**src/rtl/keypad_scanner.sv**
```systemverilog
// keypad_scanner: 4x4 matrix keypad scanner with debounce and a one-deep event register
// Ports:
//   clock      rising-edge clock
//   reset      asynchronous active-high reset
//   keyboard   row sense lines, active-low
//   column     column drive, active-low one-cold
//   counter    index of the driven column
//   key_code   hex code of the last accepted key
//   key_valid  key_code holds an unconsumed event
//   key_ack    consumer accepts the event while key_valid is high
//   overrun    sticky flag: an event was dropped while key_valid was high
module keypad_scanner #(
    parameter int SCAN_DIV     = 1000,
    parameter int DEBOUNCE_CNT = 50000
) (
    input  logic       clock,
    input  logic       reset,
    input  logic [3:0] keyboard,
    input  logic       key_ack,
    output logic [3:0] column,
    output logic [1:0] counter,
    output logic [3:0] key_code,
    output logic       key_valid,
    output logic       overrun
);
    localparam int DW = $clog2(SCAN_DIV + 1);
    localparam int BW = $clog2(DEBOUNCE_CNT + 1);
    localparam logic [DW-1:0] DWELL_LAST = DW'(SCAN_DIV - 1);
    localparam logic [BW-1:0] DEB_LAST = BW'(DEBOUNCE_CNT - 1);

    typedef enum logic [1:0] {SCAN, DEBOUNCE, HELD, RELEASE} state_t;

    state_t        state, state_n;
    logic [DW-1:0] dwell, dwell_n;
    logic [BW-1:0] deb, deb_n;
    logic [3:0]    pattern, pattern_n;
    logic [1:0]    row, row_n;
    logic [1:0]    counter_n;
    logic [3:0]    key_code_n;
    logic          key_valid_n, overrun_n;
    logic [3:0]    kb_n;
    logic          one_low, event_hit;

    assign column = ~(4'd1 << counter);
    assign kb_n = ~keyboard;
    // exactly one row pulled low
    assign one_low = (kb_n != 4'd0) && ((kb_n & (kb_n - 4'd1)) == 4'd0);

    always_ff @(posedge clock or posedge reset) begin
        if (reset) begin
            state     <= SCAN;
            dwell     <= '0;
            deb       <= '0;
            pattern   <= 4'hF;
            row       <= 2'd0;
            counter   <= 2'd0;
            key_code  <= 4'h0;
            key_valid <= 1'b0;
            overrun   <= 1'b0;
        end else begin
            state     <= state_n;
            dwell     <= dwell_n;
            deb       <= deb_n;
            pattern   <= pattern_n;
            row       <= row_n;
            counter   <= counter_n;
            key_code  <= key_code_n;
            key_valid <= key_valid_n;
            overrun   <= overrun_n;
        end
    end

    always_comb begin
        state_n     = state;
        dwell_n     = dwell;
        deb_n       = deb;
        pattern_n   = pattern;
        row_n       = row;
        counter_n   = counter;
        key_code_n  = key_code;
        key_valid_n = key_valid;
        overrun_n   = overrun;
        event_hit   = 1'b0;
        case (state)
            SCAN: begin
                if (dwell == DWELL_LAST) begin
                    dwell_n = '0;
                    if (one_low) begin
                        state_n   = DEBOUNCE;
                        deb_n     = '0;
                        pattern_n = keyboard;
                        row_n     = !keyboard[0] ? 2'd0 : !keyboard[1] ? 2'd1 : !keyboard[2] ? 2'd2 : 2'd3;
                    end else begin
                        counter_n = counter + 2'd1;
                    end
                end else begin
                    dwell_n = dwell + DW'(1);
                end
            end
            DEBOUNCE: begin
                if (keyboard != pattern) begin
                    state_n   = SCAN;
                    dwell_n   = '0;
                    counter_n = counter + 2'd1;
                end else if (deb == DEB_LAST) begin
                    state_n   = HELD;
                    event_hit = 1'b1;
                end else begin
                    deb_n = deb + BW'(1);
                end
            end
            HELD: begin
                if (keyboard == 4'hF) begin
                    state_n = RELEASE;
                    deb_n   = '0;
                end
            end
            default: begin
                if (keyboard != 4'hF) begin
                    state_n = HELD;
                end else if (deb == DEB_LAST) begin
                    state_n   = SCAN;
                    dwell_n   = '0;
                    counter_n = counter + 2'd1;
                end else begin
                    deb_n = deb + BW'(1);
                end
            end
        endcase
        if (key_valid && key_ack) begin
            key_valid_n = 1'b0;
            overrun_n   = 1'b0;
        end
        // an ack in the same cycle frees the slot for the new event
        if (event_hit) begin
            if (!key_valid || key_ack) begin
                key_code_n  = {row, 2'b00} + {2'b00, counter} + 4'd1;
                key_valid_n = 1'b1;
            end else begin
                overrun_n = 1'b1;
            end
        end
    end
endmodule

```
**config.mk**
```make
export PLATFORM = sky130hd
export DESIGN_NAME = keypad_scanner
export DESIGN_NICKNAME = d
export VERILOG_FILES = /design/src/rtl/keypad_scanner.sv
export SDC_FILE = /design/constraint.sdc
export NUM_CORES = 1
export LEC_CHECK = 0
export CAP_MARGIN = 20
export CORE_AREA = 2 2 73 75
export CTS_CLUSTER_DIAMETER = 100
export DETAILED_ROUTE_END_ITERATION = 10
export DIE_AREA = 0 0 75 77
export PLACE_DENSITY = 0.87
export REMOVE_ABC_BUFFERS = 1
export SETUP_SLACK_MARGIN = 0.05
export SKIP_LAST_GASP = 1
export SLEW_MARGIN = 20
export SYNTH_ARGS = -nofsm -noshare
export SYNTH_HDL_FRONTEND = slang
export SYNTH_SLANG_ARGS = --single-unit
```
**constraint.sdc**
```tcl
create_clock -name clock -period 2.6 [get_ports clock]
set_input_delay 0.26 -clock clock [delete_from_list [all_inputs] [get_ports clock]]
set_output_delay 0.26 -clock clock [all_outputs]
set_load 0.05 [all_outputs]
```
Yosys cells after proc, flatten, opt, wreduce, memory -nomap -nowiden:

Cells that the tools add are included.

* logic and storage cells: 89
* bits in registers: 42
* output and inout port bits: 12
* input bits: 7

* bitwise gates (word level): 4
* equal/unequal tests: 16
* muxes and demuxes: 38
* add/sub/neg operators: 6
* reductions and logical operators: 15
* shifts and indexed selects: 1

Operator list (count)
* two-way mux 16 bit: 6
* case mux 16 bit (3 select lines): 1
* two-way mux 10 bit: 4
* case mux 10 bit (3 select lines): 1
* two-way mux 2 bit: 14
* adder 16 x 1 -> 16 bit (second input constant): 1
* equality test 16 bit (second input constant): 1
* inequality test 2 bit (second input constant): 6
* case mux 2 bit (3 select lines): 2
* adder 10 x 1 -> 10 bit (second input constant): 1
* equality test 10 bit (second input constant): 1
* two-way mux 1 bit: 10
* AND reduction 5 bit: 2
* inverter 4 bit: 2
* AND reduction 6 bit: 1
* nonzero test 5 bit: 1
* adder 4 x 1 -> 4 bit (second input constant): 1
* adder 4 x 2 -> 4 bit: 1
* bitwise AND 4 bit: 1
* equality test 4 bit (second input constant): 1
* zero test 4 bit: 1
* inequality test 4 x 1 -> 1 bit (second input constant): 1
* inequality test 4 bit: 1
* inequality test 4 bit (second input constant): 1
* 17 further kinds: 18

Logic depth before layout (Yosys ltp):

* word-level depth: 8
* gate-level depth with buffers: 9
* gate-level depth less buffers: 7

Least setup slack after synthesis:

Ideal clock, no wire load.

* path kind: reg-to-reg
* start: register state[0]
* end: register deb[2]
* period minus slack after synthesis: 2043 ps
* cell stages (with the launch flop): 9
* data required time: 2521 ps
* path buffers: 2
* arrival: 1963 ps
* path slack: 557 ps
* library setup time: 79 ps
* path through: dfrtp_1 -> inv_1 -> ha_1 -> clkbuf_1 -> nor2_1 -> o21a_1 -> buf_2 -> nor4_1 -> mux2i_1

* word-level cells in the longest chain between the ends: 3
* elaborated cells on any way between the ends: 10
* those cells by class: 7 x eq/ne; 1 x mux; 2 x reduce/logical

RTL lines
* start, declared: line 33 `state_t state, state_n;`
* start signal, assigned: line 61 `state <= state_n;`
* equality test 2 bit, or another cell as far along: line 84 `case (state)`
* inequality test 4 x 1 -> 1 bit (no source line) / inequality test 2 bit (equally long branches)
* AND reduction 5 bit (no source line)
* end signal, assigned: line 63 `deb <= deb_n;`
* end, declared: line 35 `logic [BW-1:0] deb, deb_n;`

Several ways; a longest one is shown, not always the timed one.
A chain may end at the register's enable or synchronous reset.

Worst setup path in the final report:

* start: register state[1]
* end: register dwell[3]

* word-level cells in the longest chain between the ends: 3
* elaborated cells on any way between the ends: 9
* those cells by class: 4 x eq/ne; 1 x mux; 1 x bitwise; 3 x reduce/logical

RTL lines
* equality test 2 x 1 -> 1 bit, or another cell as far along: line 84
* inequality test 3 x 1 -> 1 bit (no source line), or another cell as far along
* AND reduction 4 bit (no source line)
* end signal, assigned: line 62 `dwell <= dwell_n;`
* end, declared: line 34 `logic [DW-1:0] dwell, dwell_n;`

Several ways; a longest one is shown, not always the timed one.

==> flow_metrics.env <==
export IMPL_ys_ff_latch=42
export IMPL_min_period_ns=2.31
export IMPL_via_count=2178
export IMPL_synthCells=279
export IMPL_crit_arrival_ns=2.51
export IMPL_cts_hold_buf=0
export IMPL_area_growth_pct=11.2
export IMPL_synth_most_common_cell="dfrtp_1"
export IMPL_first_pass_iters=4
export IMPL_synth_edf_count=0
export IMPL_numPortBuffers=18
export IMPL_grt_antenna_before_repair=0
export IMPL_grt_overflow_total=0
export IMPL_maxSlewViolCount=0
export IMPL_ir_drop_v=0.000237
export IMPL_skew_ns=0.00908
export IMPL_status="finished, final reports clean"
export IMPL_fin_crit_sh_pct=88.8
export IMPL_clock_sink_count=42
export IMPL_grt_start_max_net_pins=43
export IMPL_cts_tree="built"
export IMPL_dieArea_um2=5780
export IMPL_worstPathRequired_ns=2.81
export IMPL_synthTopCellsByArea="dfrtp_1 34%, mux2i_1 5.7%, ha_1 4.4%, nor4_2 4.4%, o21ai_0 4.4%"
export IMPL_powerDensity_nw_per_um2=366
export IMPL_grt_setup_unrepaired="false"
export IMPL_die_y_um=77
export IMPL_ys_flop_type="dfrtp_1"
export IMPL_viasPerCell=5.98
export IMPL_yosys_area_top_type="dfrtp_1"
export IMPL_cp_max_fo=15
export IMPL_h_tree_depth=2
export IMPL_endpoint_kind="register"
export IMPL_avgRoutedWirePerCell_um=15.5
export IMPL_clockBufferDepth=2
export IMPL_finalNetCount=310
export IMPL_dp_cells=356
export IMPL_drv_cap=0
export IMPL_relSlewSlack_pct=64.5
export IMPL_drc=0
export IMPL_ys_seq_area_share_pct=37.4
export IMPL_leakage_uw=0.00127
export IMPL_final_antenna_net_count=0
export IMPL_grt_usage_pct=21.5
export IMPL_hold_viol=0
export IMPL_num_antenna_cells=0
export IMPL_yosysUniqueCellTypes=52
export IMPL_drive_above_1_share_pct=18.7
export IMPL_syn_area_per_cell_um2=10.1
export IMPL_grt_pass1_wl_mm=9.72
export IMPL_setup_tns_ns=0
export IMPL_worstSkewPairLatency_ns=0.31
export IMPL_hp_class="input port to asynchronous set/reset pin"
export IMPL_initial_core_util_pct=56.7
export IMPL_syn_area_um2=2820
export IMPL_cts_made_buffers=5
export IMPL_layout_cells_non_filler=364
export IMPL_first_global_vias=2109
export IMPL_setup_viol=0
export IMPL_fmax_mhz=433
export IMPL_tightest_slew_ns=0.532
export IMPL_async_flop_share_pct=100
export IMPL_core_um2=4980
export IMPL_drt_iter0_markers=175
export IMPL_pin_count=19
export IMPL_critPathKind="register to register"
export IMPL_place_gp_congestion=0.888
export IMPL_clock_root_buffer="clkbuf_8"
export IMPL_rows=26
export IMPL_synth_warnings=0
export IMPL_netlist_area_leader_share_pct=33.7
export IMPL_synthTopCellsByCount="38 x dfrtp_1, 25 x o21ai_0, 16 x mux2i_1, 16 x nand2_1, 15 x o21bai_1"
export IMPL_clkTransAtPathRegs_ns=0.09
export IMPL_dp_hpwl_mm=3.90
export IMPL_die_w_um=75
export IMPL_cts_setup_buffers=0
export IMPL_start_kind="register"
export IMPL_wl_mm=5.65
cell usage in the layout, fill, tap and decap left out, types with 5 or more instances in the layout:
| master | instances |
|---|---|
| nor2_1 | 8 |
| mux2_2 | 10 |
| dfrtp_1 | 38 |
| buf_4 | 6 |
| nand2_1 | 16 |
| ha_1 | 10 |
| nand3_1 | 14 |
| inv_1 | 12 |
| o31ai_1 | 11 |
| o21ai_0 | 25 |
| clkdlybuf4s50_1 | 18 |
| and3_1 | 10 |
| clkbuf_8 | 6 |
| o21bai_1 | 15 |
| nor4_2 | 10 |
| mux2i_1 | 16 |
| xor2_1 | 5 |
| nand4_1 | 6 |
kinds of logic (layout without fill, tap and decap cells):
family                   Yosys count  count (layout)  share of synthesized area, %
AND/OR/NAND/NOR                   92              92                          21.7
AO/OA/AOI/OAI                     70              70                          18.0
buffers and inverters             30              45                          5.85
flip-flops                        42              42                          37.4
adder cells (fa/ha/maj)           10              10                          4.43
XOR/XNOR                           8               8                          2.48
multiplexers                      27              27                          10.1
flip-flops by register name (all words and copies together), names as in the netlist:
signal and cells:
overrun 1, dwell 10, row 2, pattern 4, counter 2, state 2
key_valid 1, deb 16, key_code 4
per-layer routing:
| layer | wire [µm] | track usage [%] |
|---|---|---|
| met5 | 0 | 0 |
| met4 | 104 | 8.57 |
| met3 | 196 | 3.29 |
| met2 | 2780 | 33.7 |
| met1 | 2570 | 29.2 |
layout make-up:
class	count	area, µm²
Clock buffer	6	82.6
Clock inverter	2	12.5
Fill cell	409	1840
Inverter	12	45.0
Multi-Input combinational cell	207	1610
Sequential cell	42	1060
Tap cell	70	87.6
Timing Repair Buffer	25	245
through the flow:
| step | setup slack (ns) | cell area (µm²) | util [%] | hold WS (ns) | total power [µW] |
|---|---|---|---|---|---|
| floorplan | -0.0723 | 2700 | - | 0.347 | 686 |
| global placement | 0.176 | 3040 | 61.1 | 0.482 | 707 |
| global route | 0.153 | 3140 | 63.0 | 0.459 | 1190 |
| finish | 0.291 | 3140 | 63.0 | 0.393 | 1150 |
| detailed placement | 0.0427 | 3040 | 61.1 | 0.495 | 709 |
| CTS | 0.235 | 3140 | 63.0 | 0.409 | 1160 |
worst max-delay path: stages (launching register included):
cell and delay, ns:
dfrtp_1 0.43, inv_1 0.10, ha_1 0.29, a41oi_1 0.11
mux2i_1 0.20, o31ai_2 0.09, buf_4 0.20, or3_1 0.49
o31ai_2 0.30
power by group:
part / switching, µW / internal, µW
clock network: 241 / 214
logic: 27.7 / 14.4
registers: 0 / 653
repair_timing:
item | in CTS | in global routing
endpoints found under the setup margin | 0 | 7
gates resized for setup | 0 | 1
endpoints found under the hold margin | 0 | 0
worst paths after layout:
path	endpoint	depth (start not counted)	startpoint	slack, ns
worst max-delay path	dwell[3]	8	state[1]	0.29
worst min-delay path	key_code[2]	3	reset	0.39
worst max register to register	dwell[3]	8	state[1]	0.29
worst min register to register	key_code[3]	1	key_code[3]	0.51
max in group asynchronous	pattern[0]	3	reset	1.83
min in group clock	key_code[3]	1	key_code[3]	0.51
No activity file was read; power rests on OpenSTA's default activity.
